[config.mk]
export PLATFORM = sky130hd
export DESIGN_NAME = atom_nr1w_flat
export DESIGN_NICKNAME = d
export VERILOG_FILES = /design/src/rtl/atom_nr1w_if.sv /design/src/rtl/atom_nr1w.sv /design/src/flat_wrapper.sv
export SDC_FILE = /design/constraint.sdc
export NUM_CORES = 1
export LEC_CHECK = 0
export ABC_AREA = 1
export CAP_MARGIN = 20
export CORE_MARGIN = 2
export CORE_UTILIZATION = 52
export DETAILED_ROUTE_END_ITERATION = 7
export PLACE_DENSITY_LB_ADDON = 0.1
export RECOVER_POWER = 25
export SLEW_MARGIN = 25
export SYNTH_ARGS = -nofsm -noshare
export SYNTH_HDL_FRONTEND = slang
export SYNTH_SLANG_ARGS = --single-unit
export TNS_END_PERCENT = 100
[constraint.sdc]
create_clock -name clk -period 3.86 [get_ports clk]
set_clock_uncertainty 0.2 [all_clocks]
set_input_delay 0.772 -clock clk [delete_from_list [all_inputs] [get_ports clk]]
set_output_delay 0.772 -clock clk [all_outputs]
set_load 0.02 [all_outputs]
[src/rtl/atom_nr1w_if.sv]
// atom_nr1w_if: read/write port bundle for the atom_nr1w memory model.
interface atom_nr1w_if #(
   parameter int NUMRDPT = 2,
   parameter int BITADDR = 3,
   parameter int BITDATA = 1
);
   logic                       ready;
   logic [NUMRDPT-1:0]         read;
   logic [NUMRDPT*BITADDR-1:0] rd_adr;
   logic [NUMRDPT*BITDATA-1:0] rd_dout;
   logic [NUMRDPT-1:0]         rd_vld;
   logic                       write;
   logic [BITADDR-1:0]         wr_adr;
   logic [BITDATA-1:0]         wr_din;
   modport master (input ready, rd_dout, rd_vld, output read, rd_adr, write, wr_adr, wr_din);
   modport slave (output ready, rd_dout, rd_vld, input read, rd_adr, write, wr_adr, wr_din);
endinterface

[src/rtl/atom_nr1w.sv]
// atom_nr1w: N-read/1-write memory model with fixed read latency and reset-init sweep.
// Define ATOM_NR1W_WRBYPASS_EN for write-first reads (same-cycle write data forwarded to readers).
module atom_nr1w #(
   parameter int NUMADDR    = 8,
   parameter int BITADDR    = 3,
   parameter int BITDATA    = 1,
   parameter int NUMRDPT    = 2,
   parameter int SRAM_DELAY = 1,
   parameter int RSTINIT    = 0,
   parameter int RSTSTRT    = 0,
   parameter int RSTINCR    = 0
) (
   input logic        clk,
   input logic        rst_n,
   atom_nr1w_if.slave bus
);
   localparam logic [BITADDR:0]   LIM  = (BITADDR+1)'(NUMADDR);
   localparam logic [BITADDR-1:0] LAST = BITADDR'(NUMADDR-1);
   typedef enum logic {INIT, READY} state_t;
   state_t                     r_state, w_nxt;
   logic [BITADDR-1:0]         r_cnt;
   logic                       r_ready;
   logic [BITDATA-1:0]         r_mem [NUMADDR];
   logic                       w_wen;
   logic [BITDATA-1:0]         w_init;
   logic [NUMRDPT-1:0]         w_vld;
   logic [NUMRDPT*BITDATA-1:0] w_dout;
   always_comb begin
      w_nxt = (r_state == INIT && r_cnt == LAST) ? READY : r_state;
   end
   always_ff @(posedge clk or negedge rst_n)
      if (!rst_n) begin
         r_state <= (RSTINIT != 0) ? INIT : READY;
         r_cnt   <= '0;
         r_ready <= 1'b0;
      end else begin
         r_state <= w_nxt;
         r_cnt   <= (r_state == INIT) ? r_cnt + 1'b1 : '0;
         r_ready <= w_nxt == READY;
      end
   assign w_init = BITDATA'(RSTSTRT + int'(r_cnt) * RSTINCR);
   assign w_wen  = r_ready & bus.write & ({1'b0, bus.wr_adr} < LIM);
   always_ff @(posedge clk)
      if (r_state == INIT) r_mem[r_cnt] <= w_init;
      else if (w_wen) r_mem[bus.wr_adr] <= bus.wr_din;
   for (genvar p = 0; p < NUMRDPT; p++) begin : g_port
      logic [BITADDR-1:0] w_adr;
      logic               w_req, w_inr;
      logic [BITDATA-1:0] w_dat;
      assign w_adr = bus.rd_adr[p*BITADDR +: BITADDR];
      assign w_req = r_ready & bus.read[p];
      assign w_inr = {1'b0, w_adr} < LIM;
`ifdef ATOM_NR1W_WRBYPASS_EN
      assign w_dat = !w_inr ? '0 : (w_wen && bus.wr_adr == w_adr) ? bus.wr_din : r_mem[w_adr];
`else
      assign w_dat = w_inr ? r_mem[w_adr] : '0;
`endif
      if (SRAM_DELAY == 0) begin : g_comb
         assign w_vld[p] = w_req;
         assign w_dout[p*BITDATA +: BITDATA] = w_req ? w_dat : '0;
      end else begin : g_pipe
         // data is zeroed at capture so an idle slot never carries stale contents
         logic [SRAM_DELAY-1:0] r_vld;
         logic [BITDATA-1:0]    r_dat [SRAM_DELAY];
         always_ff @(posedge clk or negedge rst_n)
            if (!rst_n) begin
               r_vld <= '0;
               r_dat <= '{default: '0};
            end else begin
               r_vld[0] <= w_req;
               r_dat[0] <= w_req ? w_dat : '0;
               for (int i = 1; i < SRAM_DELAY; i++) begin
                  r_vld[i] <= r_vld[i-1];
                  r_dat[i] <= r_dat[i-1];
               end
            end
         assign w_vld[p] = r_vld[SRAM_DELAY-1];
         assign w_dout[p*BITDATA +: BITDATA] = r_dat[SRAM_DELAY-1];
      end
   end
   assign bus.ready   = r_ready;
   assign bus.rd_vld  = w_vld;
   assign bus.rd_dout = w_dout;
endmodule

[src/flat_wrapper.sv]
// flat-port wrapper written by rule: the top's interface ports become plain ports
module atom_nr1w_flat 
#(
   parameter int NUMADDR    = 8,
   parameter int BITADDR    = 3,
   parameter int BITDATA    = 1,
   parameter int NUMRDPT    = 2,
   parameter int SRAM_DELAY = 1,
   parameter int RSTINIT    = 0,
   parameter int RSTSTRT    = 0,
   parameter int RSTINCR    = 0
)
  (clk, rst_n, bus_ready, bus_rd_dout, bus_rd_vld, bus_read, bus_rd_adr, bus_write, bus_wr_adr, bus_wr_din);
  atom_nr1w_if #(.NUMRDPT(NUMRDPT), .BITADDR(BITADDR), .BITDATA(BITDATA)) bus_i ();
  input logic clk;
  input logic rst_n;
  output wire logic [$bits(bus_i.ready)-1:0] bus_ready;
  output wire logic [$bits(bus_i.rd_dout)-1:0] bus_rd_dout;
  output wire logic [$bits(bus_i.rd_vld)-1:0] bus_rd_vld;
  input wire logic [$bits(bus_i.read)-1:0] bus_read;
  input wire logic [$bits(bus_i.rd_adr)-1:0] bus_rd_adr;
  input wire logic [$bits(bus_i.write)-1:0] bus_write;
  input wire logic [$bits(bus_i.wr_adr)-1:0] bus_wr_adr;
  input wire logic [$bits(bus_i.wr_din)-1:0] bus_wr_din;
  assign bus_ready = bus_i.ready;
  assign bus_rd_dout = bus_i.rd_dout;
  assign bus_rd_vld = bus_i.rd_vld;
  assign bus_i.read = bus_read;
  assign bus_i.rd_adr = bus_rd_adr;
  assign bus_i.write = bus_write;
  assign bus_i.wr_adr = bus_wr_adr;
  assign bus_i.wr_din = bus_wr_din;
  atom_nr1w #(.NUMADDR(NUMADDR), .BITADDR(BITADDR), .BITDATA(BITDATA), .NUMRDPT(NUMRDPT), .SRAM_DELAY(SRAM_DELAY), .RSTINIT(RSTINIT), .RSTSTRT(RSTSTRT), .RSTINCR(RSTINCR)) u_core (.clk(clk), .rst_n(rst_n), .bus(bus_i));
endmodule
---- Word-level counts from Yosys, hierarchy flattened ----
Memories as Yosys holds them, arrays and structs flattened.
Cells that the tools add are included.
operators by class
  add/subtract/negate cells ............... 1
  equality and inequality tests ........... 1
  multiplexer cells ....................... 11
  bitwise gates (word level) .............. 4
  reduce and logical (&&, ||, !) cells .... 2
operator list
  kind                                                           number
  1-bit two-way mux                                              9
  3-bit two-way mux                                              2
  3-bit by 1-bit adder with 3-bit output, second input constant  1
  1-bit AND                                                      3
  3-bit equality test, second input constant                     1
  1-bit logical AND                                              1
  1-bit NOT                                                      1
  1-bit OR reduction                                             1
word-level totals
  bits in registers ....................... 9
  RAM bits ................................ 8
  logic and storage cells ................. 27
  memories kept ........................... 1
memories
  memory        words  width  read ports  clocked after memory_dff  write ports  line             RTL
  u_core.r_mem  8      1      2           0                         1            atom_nr1w.sv:23  logic [BITDATA-1:0] r_mem [NUMADDR];

---- Logic depth before layout (Yosys ltp) ----
Gate-level depths: netlist (run 1).
  word-level depth ........................ 6
  depth in mapped cells ................... 6
  depth with buffers taken out ............ 6

---- Worst setup path after synthesis (run 1) ----
No wires, ideal clock.
  kind .................................... input to register
  start point ............................. in bus_write
  end point ............................... mem u_core.r_mem[1] (enable)
  arrival time ............................ 1.205 ns
  slack ................................... 2.156 ns
  stages .................................. 4
  buffers on the path ..................... 0
  path through ............................ nand3_4 o21ai_2 nand2_1 nor2_1
between the ends
  word-level cells in the longest chain between the ends .. 6
  elaborated cells on any way between the ends .. 7
  those cells by class .................... mux (5); bitwise (1); reduce/logical (1)
ends and longest elaborated chain
  element                                                                  line                RTL
  from (decl)                                                              flat_wrapper.sv:22  input wire logic [$bits(bus_i.write)-1:0] bus_write;
  1-bit AND *                                                              atom_nr1w.sv:42     assign w_wen = r_ready & bus.write & ({1'b0, bus.wr_adr} < LIM);
  1-bit two-way mux *                                                      atom_nr1w.sv:45     else if (w_wen) r_mem[bus.wr_adr] <= bus.wr_din;
  1-bit two-way mux *                                                      atom_nr1w.sv:44     if (r_state == INIT) r_mem[r_cnt] <= w_init;
  1-bit two-way mux (implied by the code) *                                atom_nr1w.sv:45
  1-bit OR reduction (no line)                                             -
  3-bit two-way mux (no line) / 1-bit two-way mux (equally long branches)  -
  to (decl)                                                                atom_nr1w.sv:23
Mark *: on every way between the ends. The rest lies on a longest branch, timed or not.

---- Final worst setup path (run 1) ----
  start point ............................. reg u_core.r_ready, in the netlist u_core.bus.ready
  end point ............................... out bus_ready
RTL lines
  element                 line                RTL
  from (decl)             atom_nr1w.sv:22     logic r_ready;
  from (signal assigned)  atom_nr1w.sv:35     r_ready <= 1'b0;
  from (signal assigned)  atom_nr1w.sv:39     r_ready <= w_nxt == READY;
  to (decl)               flat_wrapper.sv:17  output wire logic [$bits(bus_i.ready)-1:0] bus_ready;
No word-level cell between the ends.

==> impl_metrics.tcl, run 1 <==
set metrics [dict create \
    status "complete, no violations" \
    cp_max_fo 5 \
    start_kind "register" \
    place.gp.congestion 0.844 \
    leakage_nw 0.538 \
    critPathArrivalTime_ns 1.38 \
    cpMaxStageDelayCell "clkdlybuf4s50_1" \
    grt_pass1_vias 616 \
    clockBufferDepth 2 \
    rr_worst_depth 6 \
    fmaxAchievable_ghz 0.424 \
    tightest_slew_ns 0.478 \
    coreArea_mm2 0.00154 \
    cts_setup_buffers 0 \
    area_growth_pct 23.6 \
    cap_violations 0 \
    critPathTopFamily "buffers and inverters" \
    hold_viol_final 0 \
    final-setup-viol-count 0 \
    wl_mm 1.36 \
    portBuffers 19 \
    rsz0062_at_grt "no" \
    netlist_area_um2 878 \
    ys_seq_area_share_pct 53.1 \
    slew_headroom_pct 67.8 \
    clock-sinks 17 \
    report.final.slew_viol_count 0 \
    peakVddDrop_v 0.000214 \
    start_util_pct 57.0 \
    hpwl_mm 1.13 \
    wl_per_cell_um 9.58 \
    syn_avg_cell_area_um2 8.21 \
    final_antenna_net_count 0 \
    tns_ns 0 \
    cts_made_buffers 3 \
    syn_nets 124 \
    hold_class "reg2reg" \
    crit_buf_inv 1 \
    boundaryPins 20 \
    post_cts_resized 0 \
    insertedDiodeCount 0 \
    track_usage_pct 15.8 \
    synth_seq_cells 17 \
    die_area_mm2 0.00203 \
    clk_pin_slew_worst_paths_ns 0.10 \
    p_sw_share_pct 23.7 \
    grt_pass1_wl_mm 2.33 \
    slowest_delay_ns 0.64 \
    clkPwrFrac_pct 27.4 \
    worstSetupPathType "reg2out" \
    worstPathCellList "clkdlybuf4s50_1" \
    avgViaCountPerCell 4.69 \
    seq_power_share_pct 57.7 \
    hold_buffers 0 \
    drc 0 \
    initialDrtViolationCount 6 \
    chipWidth_um 45.1 \
    fin_cells 142 \
    cts_tree "yes" \
    power_switching_mw 0.0796 \
    chipHeight_um 45.1 \
    synth_cells 107 \
    vias 666 \
    power.density_mw_per_mm2 310 \
    critPathCaptureType "output port" \
    n_fill_cell 126 \
    grt_max_degree 11 \
    cell_internal_pwr_mw 0.257 \
    antenna_found_initial 0 \
    synth.distinct_cells 14 \
    cts_root_buffer "clkbuf_4" \
    overflow 0 \
    fin_crit_ns 2.36 \
    final_layout_size_suffix_gt1_share_pct 7.94 \
    drt-pass1-iter-count 4 \
    period_share_pct 61.0 \
    critical_path_depth 1 \
    p_comb_share_pct 15.0 \
    cts_max_level 1 \
    whs_path_depth 1 \
    placementRows 14 \
    clk_latency_ns 0.29 \
    num-nets-final 144 \
    cp.required_ns 2.89 \
    dp_cells 138 \
    p_total_mw 0.336 \
    synth_warnings 0 \
]
[worst register-to-register path, stage by stage (launching register included)]
cell and delay (ns):
dfstp_1 0.67, nand3_4 0.14, nand2_1 0.10, o21ai_2 0.07, inv_2 0.06, nand2_1 0.06, nor2_1 0.11
[layer usage]
layer | track usage (%) | up-vias | wire, um
li1 | - | 362 | -
met1 | 18.8 | 288 | 582
met2 | 27.4 | 16 | 692
met3 | 3.60 | 0 | 84
met4 | 6.47 | 0 | 0
met5 | 0 | - | 0
[placed cells by master, fill, tap and decap left out, types with 2 or more instances in the layout]
cell,netlist,routed
inv_1,19,19
nor2_1,18,18
clkdlybuf4s50_1,0,18
inv_2,2,2
ha_1,2,2
nand2_1,29,29
edfxtp_1,8,8
dfrtp_1,8,8
nand3_1,11,11
clkbuf_4,0,3
o21ai_2,2,2
[worst paths after layout]
path	from	end	slack, ns
hold reg to reg	u_core.r_cnt[0]	u_core.r_cnt[0]	0.27
max in group asynchronous	rst_n	u_core.r_state	2.52
hold / removal	u_core.r_cnt[0]	u_core.r_cnt[0]	0.27
setup / recovery	u_core.bus.ready	bus_ready	1.50
min in group asynchronous	rst_n	u_core.r_cnt[2]	0.63
setup reg to reg	u_core.r_state	u_core.r_mem[4]	2.16
[power groups by stage]
| stage | clock [mW] | combinational (mW) | sequential [mW] |
|---|---|---|---|
| 2_1_floorplan | 0 | 0.0276 | 0.198 |
| 3_3_place_gp | 0 | 0.0500 | 0.198 |
| 3_5_place_dp | 0 | 0.0510 | 0.198 |
| 4_1_cts | 0.0926 | 0.0512 | 0.194 |
| 5_1_grt | 0.100 | 0.0564 | 0.194 |
| 6_report | 0.0920 | 0.0504 | 0.194 |
[state kept, by name, summed over array words and instances (netlist names)]
register / flops
u_core.r_mem: 8
u_core.r_cnt: 3
u_core.g_port.g_pipe.r_dat: 2
u_core.g_port.g_pipe.r_vld: 2
u_core.bus.ready: 1
u_core.r_state: 1
[Yosys cell counts]
master,count,area share [%]
nand2_1,29,12
edfxtp_1,8,27
nand3_1,11,6.3
dfstp_2,1,3.0
ha_1,2,2.8
buf_4,4,3.4
inv_2,2,0.86
nand3_4,1,2.0
dfrtp_1,8,23
nor2_1,18,7.7
or2_2,1,0.71
o21ai_0,1,0.57
inv_1,19,8.1
o21ai_2,2,2.0
[cell families after synthesis]
| group | count (synthesis) | share of synthesized area (%) |
|---|---|---|
| AOI/OAI and AO/OA | 3 | 2.56 |
| DFF | 17 | 53.1 |
| and+or+nand+nor | 60 | 29.1 |
| adders and majority gates | 2 | 2.85 |
| buffers and inverters | 25 | 12.4 |
[cell type report]
class | count | area (um^2) | area share, %
multi-input combinational | 65 | 303 | 27.9
clock inverter | 1 | 5.00 | 0.461
timing repair buffer | 19 | 190 | 17.5
inverter | 21 | 78.8 | 7.26
tap | 16 | 20.0 | 1.84
sequential | 17 | 467 | 43.0
clock buffer | 3 | 22.5 | 2.07
[stage by stage]
| step | utilization [%] | setup slack [ns] | cell area, um^2 | hold slack (ns) |
|---|---|---|---|---|
| 2_1_floorplan | - | 2.16 | 878 | 0.233 |
| 3_3_place_gp | 68.7 | 1.55 | 1060 | 0.262 |
| 3_5_place_dp | 68.7 | 1.54 | 1060 | 0.265 |
| 4_1_cts | 70.5 | 1.50 | 1090 | 0.280 |
| 5_1_grt | 70.5 | 1.44 | 1090 | 0.327 |
| 6_report | 70.5 | 1.50 | 1090 | 0.275 |
No activity file was read; power rests on OpenSTA's default activity.
==> inputs of run 2 (changes only) <==
--- a/config.mk
+++ b/config.mk
@@ -8,7 +8,7 @@
 export ABC_AREA = 1
 export CAP_MARGIN = 20
 export CORE_MARGIN = 2
-export CORE_UTILIZATION = 52
+export CORE_UTILIZATION = 48
 export DETAILED_ROUTE_END_ITERATION = 7
 export PLACE_DENSITY_LB_ADDON = 0.1
 export RECOVER_POWER = 25
==> constraint.sdc (replaced) <==
create_clock -name clk -period 2.19 [get_ports clk]
set_clock_uncertainty 0.2 [all_clocks]
set_input_delay 0.438 -clock clk [delete_from_list [all_inputs] [get_ports clk]]
set_output_delay 0.438 -clock clk [all_outputs]
set_load 0.02 [all_outputs]
==> run 2 against run 1 <==
- routed wire length rose by 3.5%
- combinational power is 74% higher
- flip-flop and latch count stayed put
- sequential power is 76% higher
- critical path depth unchanged
- design area up 1.2%
- sequential share of layout area down 0.49 points
==> impl_metrics.tcl, run 2 (same netlist as run 1, synthesis figures left out) <==
set metrics [dict create \
    status "complete, no violations" \
    die_area_mm2 0.00219 \
    place.gp.congestion 0.825 \
    insertedDiodeCount 0 \
    peakVddDrop_v 0.000329 \
    reg.largest.list "u_core.r_mem x8, u_core.r_cnt x3" \
    post_cts_resized 0 \
    critPathCaptureType "output port" \
    clkPwrFrac_pct 29.4 \
    leakage_nw 0.541 \
    final_common_cell "nand2_1" \
    cell_internal_pwr_mw 0.455 \
    worstPathCellList "clkdlybuf4s50_1" \
    cts_root_buffer "clkbuf_4" \
    rr_worst_depth 6 \
    drt-pass1-iter-count 4 \
    hpwl_mm 1.13 \
    postLayoutCoreUtil_pct 63.6 \
    tns_ns 0 \
    overflow 0 \
    hold_buffers 0 \
    clk_latency_ns 0.30 \
    worstSetupPathType "reg2out" \
    initialDrtViolationCount 12 \
    start_util_pct 50.9 \
    whs_ns 0.280 \
    num-nets-final 144 \
    wl_mm 1.41 \
    coreArea_mm2 0.00173 \
    cts_max_level 1 \
    clk_pin_slew_worst_paths_ns 0.11 \
    hold_viol_final 0 \
    largest-register "u_core.r_mem" \
    grt_pass1_vias 582 \
    boundaryPins 20 \
    tightest_slew_ns 0.518 \
    power.density_mw_per_mm2 554 \
    vias 676 \
    clock-sinks 17 \
    final_antenna_net_count 0 \
    avgViaCountPerCell 4.48 \
    reg2reg_to "u_core.r_mem[6]" \
    critical_path_depth 1 \
    fin_crit_ns 2.04 \
    p_sw_share_pct 25.3 \
    area_growth_pct 25.1 \
    largest_reg_flops 8 \
    antenna_found_initial 0 \
    n_fill_cell 155 \
    final-setup-viol-count 0 \
    critPathArrivalTime_ns 1.40 \
    cpMaxStageDelayCell "clkdlybuf4s50_1" \
    crit_buf_inv 1 \
    cap_violations 0 \
    cp.required_ns 1.55 \
    track_usage_pct 14.9 \
    critPathTopFamily "buffers and inverters" \
    cp_max_fo 5 \
    rsz0062_at_grt "no" \
    placementRows 15 \
    fmaxAchievable_ghz 0.490 \
    report.final.slew_viol_count 0 \
    drc 0 \
    p_comb_share_pct 14.4 \
    start_kind "register" \
    power_switching_mw 0.154 \
    portBuffers 19 \
    layout_common_cells "29 x nand2_1, 19 x inv_1, 18 x nor2_1" \
    worstSetupStartpoint "u_core.bus.ready" \
    endpoint "bus_ready" \
    hold_class "in2async" \
    r2r_slack_ns 0.56 \
    clockBufferDepth 2 \
    chipHeight_um 46.8 \
    cts_tree "yes" \
    cts_made_buffers 3 \
    seq_power_share_pct 56.2 \
    slowest_delay_ns 0.64 \
    final_layout_size_suffix_gt1_share_pct 8.73 \
    grt_max_degree 12 \
    timing.rr.start "u_core.r_state" \
    cts_setup_buffers 0 \
    period_share_pct 93.2 \
    grt_pass1_wl_mm 2.25 \
    slew_headroom_pct 65.1 \
    wl_per_cell_um 9.32 \
    chipWidth_um 46.8 \
]
run 2: cell count changes in the layout (fill, tap and decap cells not counted):
cell / delta
clkdlybuf4s50_1: -2
dlygate4sd3_1: +2
clkinv_2: -1
dfstp_1: -1
dfstp_2: +1
inv_4: +1
run 2: routing by layer:
layer / vias to the layer above / routed length (um) / global-route usage, %
met5: - / 0 / 0
met3: 5 / 71 / 3.85
li1: 365 / - / -
met2: 14 / 683 / 25.2
met4: 0 / 36 / 8.33
met1: 292 / 616 / 17.1
run 2: worst register-to-register path: stages, from the launching register on:
cell,delay (ns)
dfstp_2,0.62
nand3_4,0.12
nand2_1,0.09
o21ai_2,0.07
inv_2,0.05
nand2_1,0.06
nor2_1,0.12
run 2: cell type report:
| type | count | area [um^2] | share of cell area [%] |
|---|---|---|---|
| clock inverter | 1 | 6.26 | 0.569 |
| sequential | 17 | 467 | 42.5 |
| clock buffer | 3 | 22.5 | 2.05 |
| multi-input combinational | 65 | 303 | 27.6 |
| tap | 25 | 31.3 | 2.85 |
| inverter | 21 | 78.8 | 7.18 |
| timing repair buffer | 19 | 190 | 17.3 |
run 2: through the flow:
step | cells | setup slack (ns) | instance area, um^2 | total power [mW]
3_3_place_gp | 147 | 0.224 | 1070 | 0.437
2_1_floorplan | 107 | 0.675 | 878 | 0.397
4_1_cts | 151 | 0.132 | 1100 | 0.617
5_1_grt | 151 | 0.0802 | 1100 | 0.634
3_5_place_dp | 147 | 0.178 | 1070 | 0.438
6_report | 151 | 0.149 | 1100 | 0.608
run 2: worst min-delay path by stage:
stage / startpoint / to / cells past startpoint
after floorplan: rst_n / u_core.bus.ready / 0
after global placement: u_core.r_cnt[0] / u_core.r_cnt[0] / 1
after detailed placement: u_core.r_cnt[0] / u_core.r_cnt[0] / 1
after CTS: rst_n / u_core.r_cnt[2] / 1
after global routing: u_core.r_cnt[0] / u_core.r_cnt[0] / 1
final: rst_n / u_core.r_cnt[2] / 1
run 2: power by group through the flow:
stage,clock network (mW),registers (mW),logic (mW)
floorplan,0,0.348,0.0486
global placement,0,0.348,0.0882
detailed placement,0,0.349,0.0898
CTS,0.185,0.342,0.0903
global route,0.194,0.342,0.0972
finish,0.179,0.342,0.0878
